## config.mk

```make
export PLATFORM = sky130hd
export DESIGN_NAME = coin_acceptor
export DESIGN_NICKNAME = d
export VERILOG_FILES = /design/src/rtl/coin_acceptor_pkg.sv /design/src/rtl/coin_debounce.sv /design/src/rtl/coin_acceptor.sv
export SDC_FILE = /design/constraint.sdc
export NUM_CORES = 1
export LEC_CHECK = 0
export ABC_AREA = 1
export BUFFER_PORTS_ARGS = -buffer_cell sky130_fd_sc_hd__buf_2
export CAP_MARGIN = 20
export CELL_PAD_IN_SITES_DETAIL_PLACEMENT = 1
export CELL_PAD_IN_SITES_GLOBAL_PLACEMENT = 1
export CORE_ASPECT_RATIO = 0.7
export CORE_MARGIN = 8
export CORE_UTILIZATION = 48
export CTS_BUF_LIST = sky130_fd_sc_hd__clkbuf_8
export DETAILED_ROUTE_END_ITERATION = 16
export PLACE_DENSITY_LB_ADDON = 0.1
export SETUP_SLACK_MARGIN = 0.5
export SLEW_MARGIN = 20
export SYNTH_ARGS = -nofsm -noshare
export SYNTH_HDL_FRONTEND = slang
export SYNTH_SLANG_ARGS = --single-unit
```

## constraint.sdc

```tcl
create_clock -name clock -period 2.8 [get_ports clock]
set_clock_uncertainty 0.1 [all_clocks]
set_input_delay 0.42 -clock clock [delete_from_list [all_inputs] [get_ports clock]]
set_output_delay 0.42 -clock clock [all_outputs]
set_load 0.03 [all_outputs]
```

## src/rtl/coin_acceptor_pkg.sv

```systemverilog
// Shared types and default constants for the coin acceptor.
package coin_acceptor_pkg;

  typedef enum logic {
    NICKEL = 1'b0,
    DIME   = 1'b1
  } coin_t;

  localparam int DEF_DEBOUNCE_CYCLES = 4;
  localparam int DEF_FIFO_DEPTH      = 4;
  localparam int DEF_GAP_CYCLES      = 1;

  // Debounce counter covers 1..15, gap counter covers 0..7.
  localparam int CNT_W = 4;
  localparam int GAP_W = 3;

endpackage

```

## src/rtl/coin_debounce.sv

```systemverilog
// Sensor front end: 2-flop synchroniser, consecutive-cycle debouncer and a
// registered one-cycle pulse on each accepted 0->1 change of the stable level.
import coin_acceptor_pkg::*;

module coin_debounce #(
  parameter int DEBOUNCE_CYCLES = DEF_DEBOUNCE_CYCLES
) (
  input  logic clock,
  input  logic reset,
  input  logic raw,
  output logic rise
);

  localparam logic [CNT_W-1:0] CNT_LAST = CNT_W'(DEBOUNCE_CYCLES - 1);

  logic             sync_1;
  logic             sync_2;
  logic             stable;
  logic [CNT_W-1:0] cnt;
  logic             mismatch;

  assign mismatch = sync_2 ^ stable;

  always_ff @(posedge clock or negedge reset) begin
    if (!reset) begin
      sync_1 <= 1'b0;
      sync_2 <= 1'b0;
    end else begin
      sync_1 <= raw;
      sync_2 <= sync_1;
    end
  end

  // The count only advances while the synchronised level disagrees with the
  // stable level; any cycle of agreement throws the partial count away.
  always_ff @(posedge clock or negedge reset) begin
    if (!reset) begin
      stable <= 1'b0;
      cnt    <= '0;
      rise   <= 1'b0;
    end else begin
      rise <= 1'b0;
      if (mismatch) begin
        if (cnt == CNT_LAST) begin
          stable <= sync_2;
          cnt    <= '0;
          rise   <= sync_2;
        end else begin
          cnt <= cnt + 1'b1;
        end
      end else begin
        cnt <= '0;
      end
    end
  end

endmodule

```

## src/rtl/coin_acceptor.sv

```systemverilog
// Coin acceptor: debounced nickel/dime sensors feed an in-order coin FIFO that
// is drained as one-cycle credit pulses, spaced by a programmable idle gap.
import coin_acceptor_pkg::*;

module coin_acceptor #(
  parameter int DEBOUNCE_CYCLES = DEF_DEBOUNCE_CYCLES,
  parameter int FIFO_DEPTH      = DEF_FIFO_DEPTH,
  parameter int GAP_CYCLES      = DEF_GAP_CYCLES
) (
  input  logic                        clock,
  input  logic                        reset,
  input  logic                        raw_nickel,
  input  logic                        raw_dime,
  input  logic                        drain_en,
  output logic                        nickel_in,
  output logic                        dime_in,
  output logic                        coin_return,
  output logic [$clog2(FIFO_DEPTH):0] pending
);

  localparam int AW = $clog2(FIFO_DEPTH);
  localparam int PW = AW + 1;
  localparam logic [PW-1:0]    FULL_LEVEL = PW'(FIFO_DEPTH);
  localparam logic [GAP_W-1:0] GAP_LOAD   = GAP_W'(GAP_CYCLES);

  logic nickel_rise;
  logic dime_rise;

  coin_debounce #(.DEBOUNCE_CYCLES(DEBOUNCE_CYCLES)) u_nickel (
    .clock (clock),
    .reset (reset),
    .raw   (raw_nickel),
    .rise  (nickel_rise)
  );

  coin_debounce #(.DEBOUNCE_CYCLES(DEBOUNCE_CYCLES)) u_dime (
    .clock (clock),
    .reset (reset),
    .raw   (raw_dime),
    .rise  (dime_rise)
  );

  coin_t            mem [FIFO_DEPTH];
  logic [AW-1:0]    wr_ptr;
  logic [AW-1:0]    rd_ptr;
  logic [GAP_W-1:0] gap;

  logic  push_req;
  logic  both;
  logic  full;
  logic  pop;
  logic  push;
  logic  drop;
  coin_t push_coin;
  coin_t head_coin;

  // Handshake: a single coin event is a push request that is accepted when the
  // FIFO has room or is popped in the same cycle; otherwise it is refused and
  // becomes coin_return. Pop is the consumer side: drain_en acts as ready,
  // pending != 0 as valid, and the gap counter blocks pops while non-zero.
  always_comb begin
    both      = nickel_rise & dime_rise;
    push_req  = nickel_rise ^ dime_rise;
    push_coin = dime_rise ? DIME : NICKEL;
    full      = (pending == FULL_LEVEL);
    pop       = drain_en && (pending != '0) && (gap == '0);
    push      = push_req && (!full || pop);
    drop      = both || (push_req && full && !pop);
    head_coin = mem[rd_ptr];
  end

  // Storage needs no reset: entries are only read behind a non-zero pending.
  always_ff @(posedge clock) begin
    if (push) mem[wr_ptr] <= push_coin;
  end

  always_ff @(posedge clock or negedge reset) begin
    if (!reset) begin
      wr_ptr  <= '0;
      rd_ptr  <= '0;
      pending <= '0;
    end else begin
      if (push) wr_ptr <= wr_ptr + 1'b1;
      if (pop)  rd_ptr <= rd_ptr + 1'b1;
      case ({push, pop})
        2'b10:   pending <= pending + 1'b1;
        2'b01:   pending <= pending - 1'b1;
        default: pending <= pending;
      endcase
    end
  end

  always_ff @(posedge clock or negedge reset) begin
    if (!reset) begin
      gap <= '0;
    end else if (pop) begin
      gap <= GAP_LOAD;
    end else if (gap != '0) begin
      gap <= gap - 1'b1;
    end
  end

  always_ff @(posedge clock or negedge reset) begin
    if (!reset) begin
      nickel_in   <= 1'b0;
      dime_in     <= 1'b0;
      coin_return <= 1'b0;
    end else begin
      nickel_in   <= pop && (head_coin == NICKEL);
      dime_in     <= pop && (head_coin == DIME);
      coin_return <= drop;
    end
  end

endmodule

```

# Yosys cells after proc, flatten, opt, wreduce, memory -nomap -nowiden
# Memories as Yosys holds them, arrays and structs flattened.
# Cells that the tools add are included.
[op_classes]
add_sub_neg = 7
eq_ne = 5
mux = 14
bitwise = 5
reduce_logical = 18
[ops]
columns = ["cell", "n"]
rows = [
  ["2-to-1 mux 4 bit", 4],
  ["adder 4 x 1 -> 4 bit, second input constant", 2],
  ["equality test 4 x 2 -> 1 bit, second input constant", 2],
  ["logical AND 1 bit", 7],
  ["2-to-1 mux 1 bit", 7],
  ["2-to-1 mux 3 bit", 2],
  ["case mux 3 bit (2 select lines)", 1],
  ["nonzero test 3 bit", 2],
  ["subtractor 3 x 1 -> 3 bit, second input constant", 2],
  ["adder 2 x 1 -> 2 bit, second input constant", 2],
  ["AND reduction 2 bit", 2],
  ["nonzero test 2 bit", 2],
  ["adder 3 x 1 -> 3 bit, second input constant", 1],
  ["equality test 3 bit, second input constant", 1],
  ["zero test 3 bit", 1],
  ["XOR 1 bit", 3],
  ["equality test 2 x 1 -> 1 bit, second input constant", 1],
  ["equality test 2 bit, second input constant", 1],
  ["zero test 1 bit", 2],
  ["logical OR 1 bit", 2],
  ["AND 1 bit", 1],
  ["inverter 1 bit", 1],
]
[word_totals]
ff_bits = 29
mem_bits_rw = 4
in_bits = 5
elab_cells = 67
n_memories = 1
[memory_table]
columns = ["name", "words", "width", "read_ports", "rd_ports_with_merged_regs", "wr", "line", "rtl"]
rows = [
  ["mem", 4, 1, 1, 0, 1, "coin_acceptor.sv:43", "coin_t mem [FIFO_DEPTH];"],
]

# Longest topological paths before layout
[depth]
depth_word = 7
mapped_depth = 12
depth_no_buf = 12

# Modules after synthesis
# From an unflattened synthesis, not the netlist that was laid out.
[hier_totals]
hier_cells = 147
hier_area_um2 = 1529.0
[by_module_without_submodules]
columns = ["module", "n_inst", "cells_per_inst", "area_each_um2"]
rows = [
  ["coin_acceptor", 1, 87, 903.4],
  ["coin_debounce", 2, 30, 312.8],
]

# Worst setup path before layout
# Ideal clock, no wire load.
[synth_path]
path_type = "register to register"
start = "register gap[0]"
end = "register pending[2]"
setup_ns = 0.131
arrival_time_ns = 1.984
t_required_ns = 2.569
path_slack_ns = 0.585
stages_incl_launch_ff = 13
n_path_buf = 0
period_less_slack_ns = 2.215
path_cell_list = "dfrtp_1 inv_1 ha_1 ha_1 inv_2 o211ai_2 nand2_4 ha_1 inv_1 fa_1 a21oi_1 o21ai_0 xor2_1"
[synth_via]
elab_chain_len = 6
word_cells_on_any_way = 8
classes_between = "eq/ne: 2; mux: 1; reduce/logical: 5"
[synth_rtl]
columns = ["element", "line", "rtl"]
rows = [
  ["from (decl)", "coin_acceptor.sv:46", "logic [GAP_W-1:0] gap;"],
  ["from (signal assigned)", "coin_acceptor.sv:99", "gap <= gap - 1'b1;"],
  ["zero test 3 bit *", "coin_acceptor.sv:66", "pop = drain_en && (pending != '0) && (gap == '0);"],
  ["logical AND 1 bit *", "coin_acceptor.sv:66", ""],
  ["logical OR 1 bit", "coin_acceptor.sv:67", "push = push_req && (!full || pop);"],
  ["logical AND 1 bit", "coin_acceptor.sv:67", ""],
  ["equality test 2 x 1 -> 1 bit / equality test 2 bit (equally long branches)", "coin_acceptor.sv:85", "case ({push, pop})"],
  ["case mux 3 bit (2 select lines) / nonzero test 2 bit (equally long branches)", "n/a", ""],
  ["to (signal assigned)", "coin_acceptor.sv:86", "2'b10: pending <= pending + 1'b1;"],
  ["to (signal assigned)", "coin_acceptor.sv:87", "2'b01: pending <= pending - 1'b1;"],
  ["to (signal assigned)", "coin_acceptor.sv:88", "default: pending <= pending;"],
  ["to (decl)", "coin_acceptor.sv:18", "output logic [$clog2(FIFO_DEPTH):0] pending"],
]
# Mark *: on every way between the ends. The rest lies on a longest branch, timed or not.
# A chain may end at the register's enable or synchronous reset.

# Final worst setup path
[layout_path]
start = "register gap[0]"
end = "register pending[2]"
[layout_via]
elab_chain_len = 6
word_cells_on_any_way = 8
classes_between = "eq/ne: 2; mux: 1; reduce/logical: 5"
[layout_rtl]
columns = ["element", "line", "rtl"]
rows = [
  ["zero test 3 bit *", "coin_acceptor.sv:66", ""],
  ["logical AND 1 bit *", "coin_acceptor.sv:66", ""],
  ["via pop", "coin_acceptor.sv:51", "logic pop;"],
  ["logical OR 1 bit", "coin_acceptor.sv:67", ""],
  ["logical AND 1 bit", "coin_acceptor.sv:67", ""],
  ["equality test 2 x 1 -> 1 bit / equality test 2 bit (equally long branches)", "coin_acceptor.sv:85", ""],
  ["case mux 3 bit (2 select lines) / nonzero test 2 bit (equally long branches)", "n/a", ""],
]
# Mark *: on every way through the listed nets, which the timed path passes. The rest lies on a longest branch.

==> impl_metrics.env <==
export IMPL_cpMostUsedCell="inv_1"
export IMPL_hold_violations=0
export IMPL_clkTransAtPathRegs_ns=0.07
export IMPL_cts_tree="done"
export IMPL_drtIter0Drc=33
export IMPL_syn_cell_area_um2=1440
export IMPL_end_kind="register"
export IMPL_place_congestion=0.739
export IMPL_ant_nets=0
export IMPL_min_path_type="primary input to asynchronous set/reset pin"
export IMPL_grt_pass1_wl_um=5050
export IMPL_postSynthAreaPerCell_um2=10.7
export IMPL_clk_insertion_delay_late_ns=0.28
export IMPL_fin_nets=170
export IMPL_cts_sinks=33
export IMPL_critical_path_arrival_ns=2.32
export IMPL_grt_max_degree=30
export IMPL_cts_buffers=5
export IMPL_tns_ns=0
export IMPL_met3_length_um=104
export IMPL_wirelength_um=2960
export IMPL_synth_top_cells_by_count="dfrtp_1, inv_1, nand2_1"
export IMPL_final_layout_size_suffix_gt1_frac=0.181
export IMPL_synth_top_area_share=0.504
export IMPL_cap_violations=0
export IMPL_wl_met2_um=1470
export IMPL_ir_drop_mv=0.751
export IMPL_antenna_found_initial=0
export IMPL_clockRootBuffer="clkbuf_8"
export IMPL_die_h_um=61.8
export IMPL_setup_viol=0
export IMPL_place_area_um2=1530
export IMPL_relSlewSlack=0.571
export IMPL_slew_violations=0
export IMPL_fin_util=0.602
export IMPL_grt_pass1_vias=1080
export IMPL_dp_hpwl_um=2070
export IMPL_path_delay_family="adder cells"
export IMPL_yosysSeqAreaShare=0.588
export IMPL_die_width_um=81.4
export IMPL_clock_path_buffers=2
export IMPL_leakage_nw=0.832
export IMPL_slowest_stage="dfrtp_1"
export IMPL_synth_edf_count=4
export IMPL_synth_area_leaders="dfrtp_1, ha_1, edfxtp_1"
export IMPL_wl_per_cell_um=15.5
export IMPL_setup_worst_path_start_class="register"
export IMPL_netlist_instances=135
export IMPL_die_area_um2=5030
export IMPL_yosysMostFrequentCell="dfrtp_1"
export IMPL_routed_top_layer="met4"
export IMPL_min_period_over_period=0.809
export IMPL_synth_nets=151
export IMPL_finalCriticalPeriod_ns=2.27
export IMPL_path_max_fanout=6
export IMPL_cpPeakStageDelay_ns=0.36
export IMPL_overflow=0
export IMPL_area_growth_pct=18.2
export IMPL_vias=949
export IMPL_fin_area_um2=1700
export IMPL_path_class="register to register"
export IMPL_rsz0062_at_grt="no"
export IMPL_drt_pass1_iter_count=4
export IMPL_drc_errors=0
export IMPL_diodes=0
export IMPL_fmax_mhz=441
export IMPL_post_synth_top_area_cell="dfrtp_1"
export IMPL_holdWs_ns=0.0492
export IMPL_start_util=0.510
export IMPL_critical_path_required_ns=2.86
export IMPL_p_per_area_nw_per_um2=1070
export IMPL_hold_buffers=0
export IMPL_io_buffer_count=10
export IMPL_viasPerCell=4.97
export IMPL_core_um2=2820
export IMPL_synth_cell_types=20
export IMPL_worst_path_buf_inv=3
export IMPL_path_cells="inv_1, ha_2, ha_4, nand3_4, inv_1, ha_1, inv_2, fa_2, a21oi_2, o21ai_1, xor2_1"
export IMPL_ys_async_sr_fraction=0.879
export IMPL_ys_warn_count=0
export IMPL_status="complete, no violations"
export IMPL_rows=16
export IMPL_num_io_pins=11
export IMPL_tightest_slew_ns=0.644
export IMPL_ys_seq_elements=33
export IMPL_grt_use_total=0.135
export IMPL_htreeDepth=2
export IMPL_drt_met1_wl_um=1380
export IMPL_ys_flop_type="dfrtp_1"
[metal layers]
| metal | vias up | global-route usage |
|---|---|---|
| met4 | 0 | 0.0532 |
| met2 | 9 | 0.217 |
| li1 | 460 | - |
| met1 | 477 | 0.166 |
| met3 | 3 | 0.0445 |
| met5 | - | 0 |
[layout by cell type, fill, tap and decap left out, drive strengths merged]
cell,netlist,routed
buf,1,13
o21bai,1,1
xnor2,5,5
bufinv,0,1
o22ai,2,2
dfrtp,29,29
o211ai,2,2
nand2,19,19
nand3,5,5
and2,2,2
ha,10,10
clkbuf,0,5
o21ai,9,9
a21oi,3,3
edfxtp,4,4
inv,21,22
clkinv,0,1
nor2,16,16
fa,1,1
xor2,5,5
[flip-flops by register name, summed over array words and instances, names as in the netlist, 2 cells and up]
name and cells:
gap 3, mem 4, pending 3, rd_ptr 2
u_dime.cnt 4, u_nickel.cnt 4, wr_ptr 2
[logic make-up (layout without fill, tap and decap cells)]
kind of cell,count (synthesis),count (layout),synth area share
adder cells (fa/ha/maj),11,11,0.101
flip-flops,33,33,0.588
XOR/XNOR,10,10,0.0609
AO/OA/AOI/OAI,17,17,0.0696
AND/OR/NAND/NOR,42,42,0.123
buffers and inverters,22,42,0.0583
[per-stage QoR]
step | setup WS [ns] | std cells | power [mW]
finish | 0.535 | 191 | 1.83
floorplan | 0.585 | 135 | 1.13
CTS | 0.507 | 189 | 1.80
global placement | 0.474 | 180 | 1.25
detailed placement | 0.331 | 180 | 1.30
global route | 0.467 | 191 | 1.96
[area by class of cell]
class	count	area [µm²]
well taps	36	45.0
flip-flops and latches	33	846
multi-input cells	80	552
fillers	306	1120
inverters	21	78.8
clock buffers	5	68.8
clock inverters	3	37.5
repair buffers	13	72.6
[power by group]
part | switching [mW] | internal [mW]
clock | 0.172 | 0.259
sequential | 0.113 | 0.618
combinational | 0.399 | 0.266
total | 0.683 | 1.14
[worst paths after layout]
kind                                            from                         to  slack, ns  depth (start not counted)
setup / recovery                  gap[0]$_DFFE_PN0P_     pending[2]$_DFFE_PN0P_       0.53                         11
hold / removal                                 reset         gap[2]$_DFFE_PN0P_       0.05                          1
setup reg to reg                  gap[0]$_DFFE_PN0P_     pending[2]$_DFFE_PN0P_       0.53                         11
hold reg to reg            u_nickel.sync_1$_DFF_PN0_  u_nickel.sync_2$_DFF_PN0_       0.25                          0
max in group asynchronous                      reset  u_nickel.cnt[0]$_DFF_PN0_       2.11                          1
min in group clock                        raw_nickel  u_nickel.sync_1$_DFF_PN0_       0.15                          1
[what timing repair did]
action,in CTS,in global routing
resized for setup,5,6
endpoints found under the hold margin,0,0
setup endpoints to repair,2,2
pin swaps,1,3
buffers inserted,1,2
Note: power is estimated with default switching activity, not from simulation.
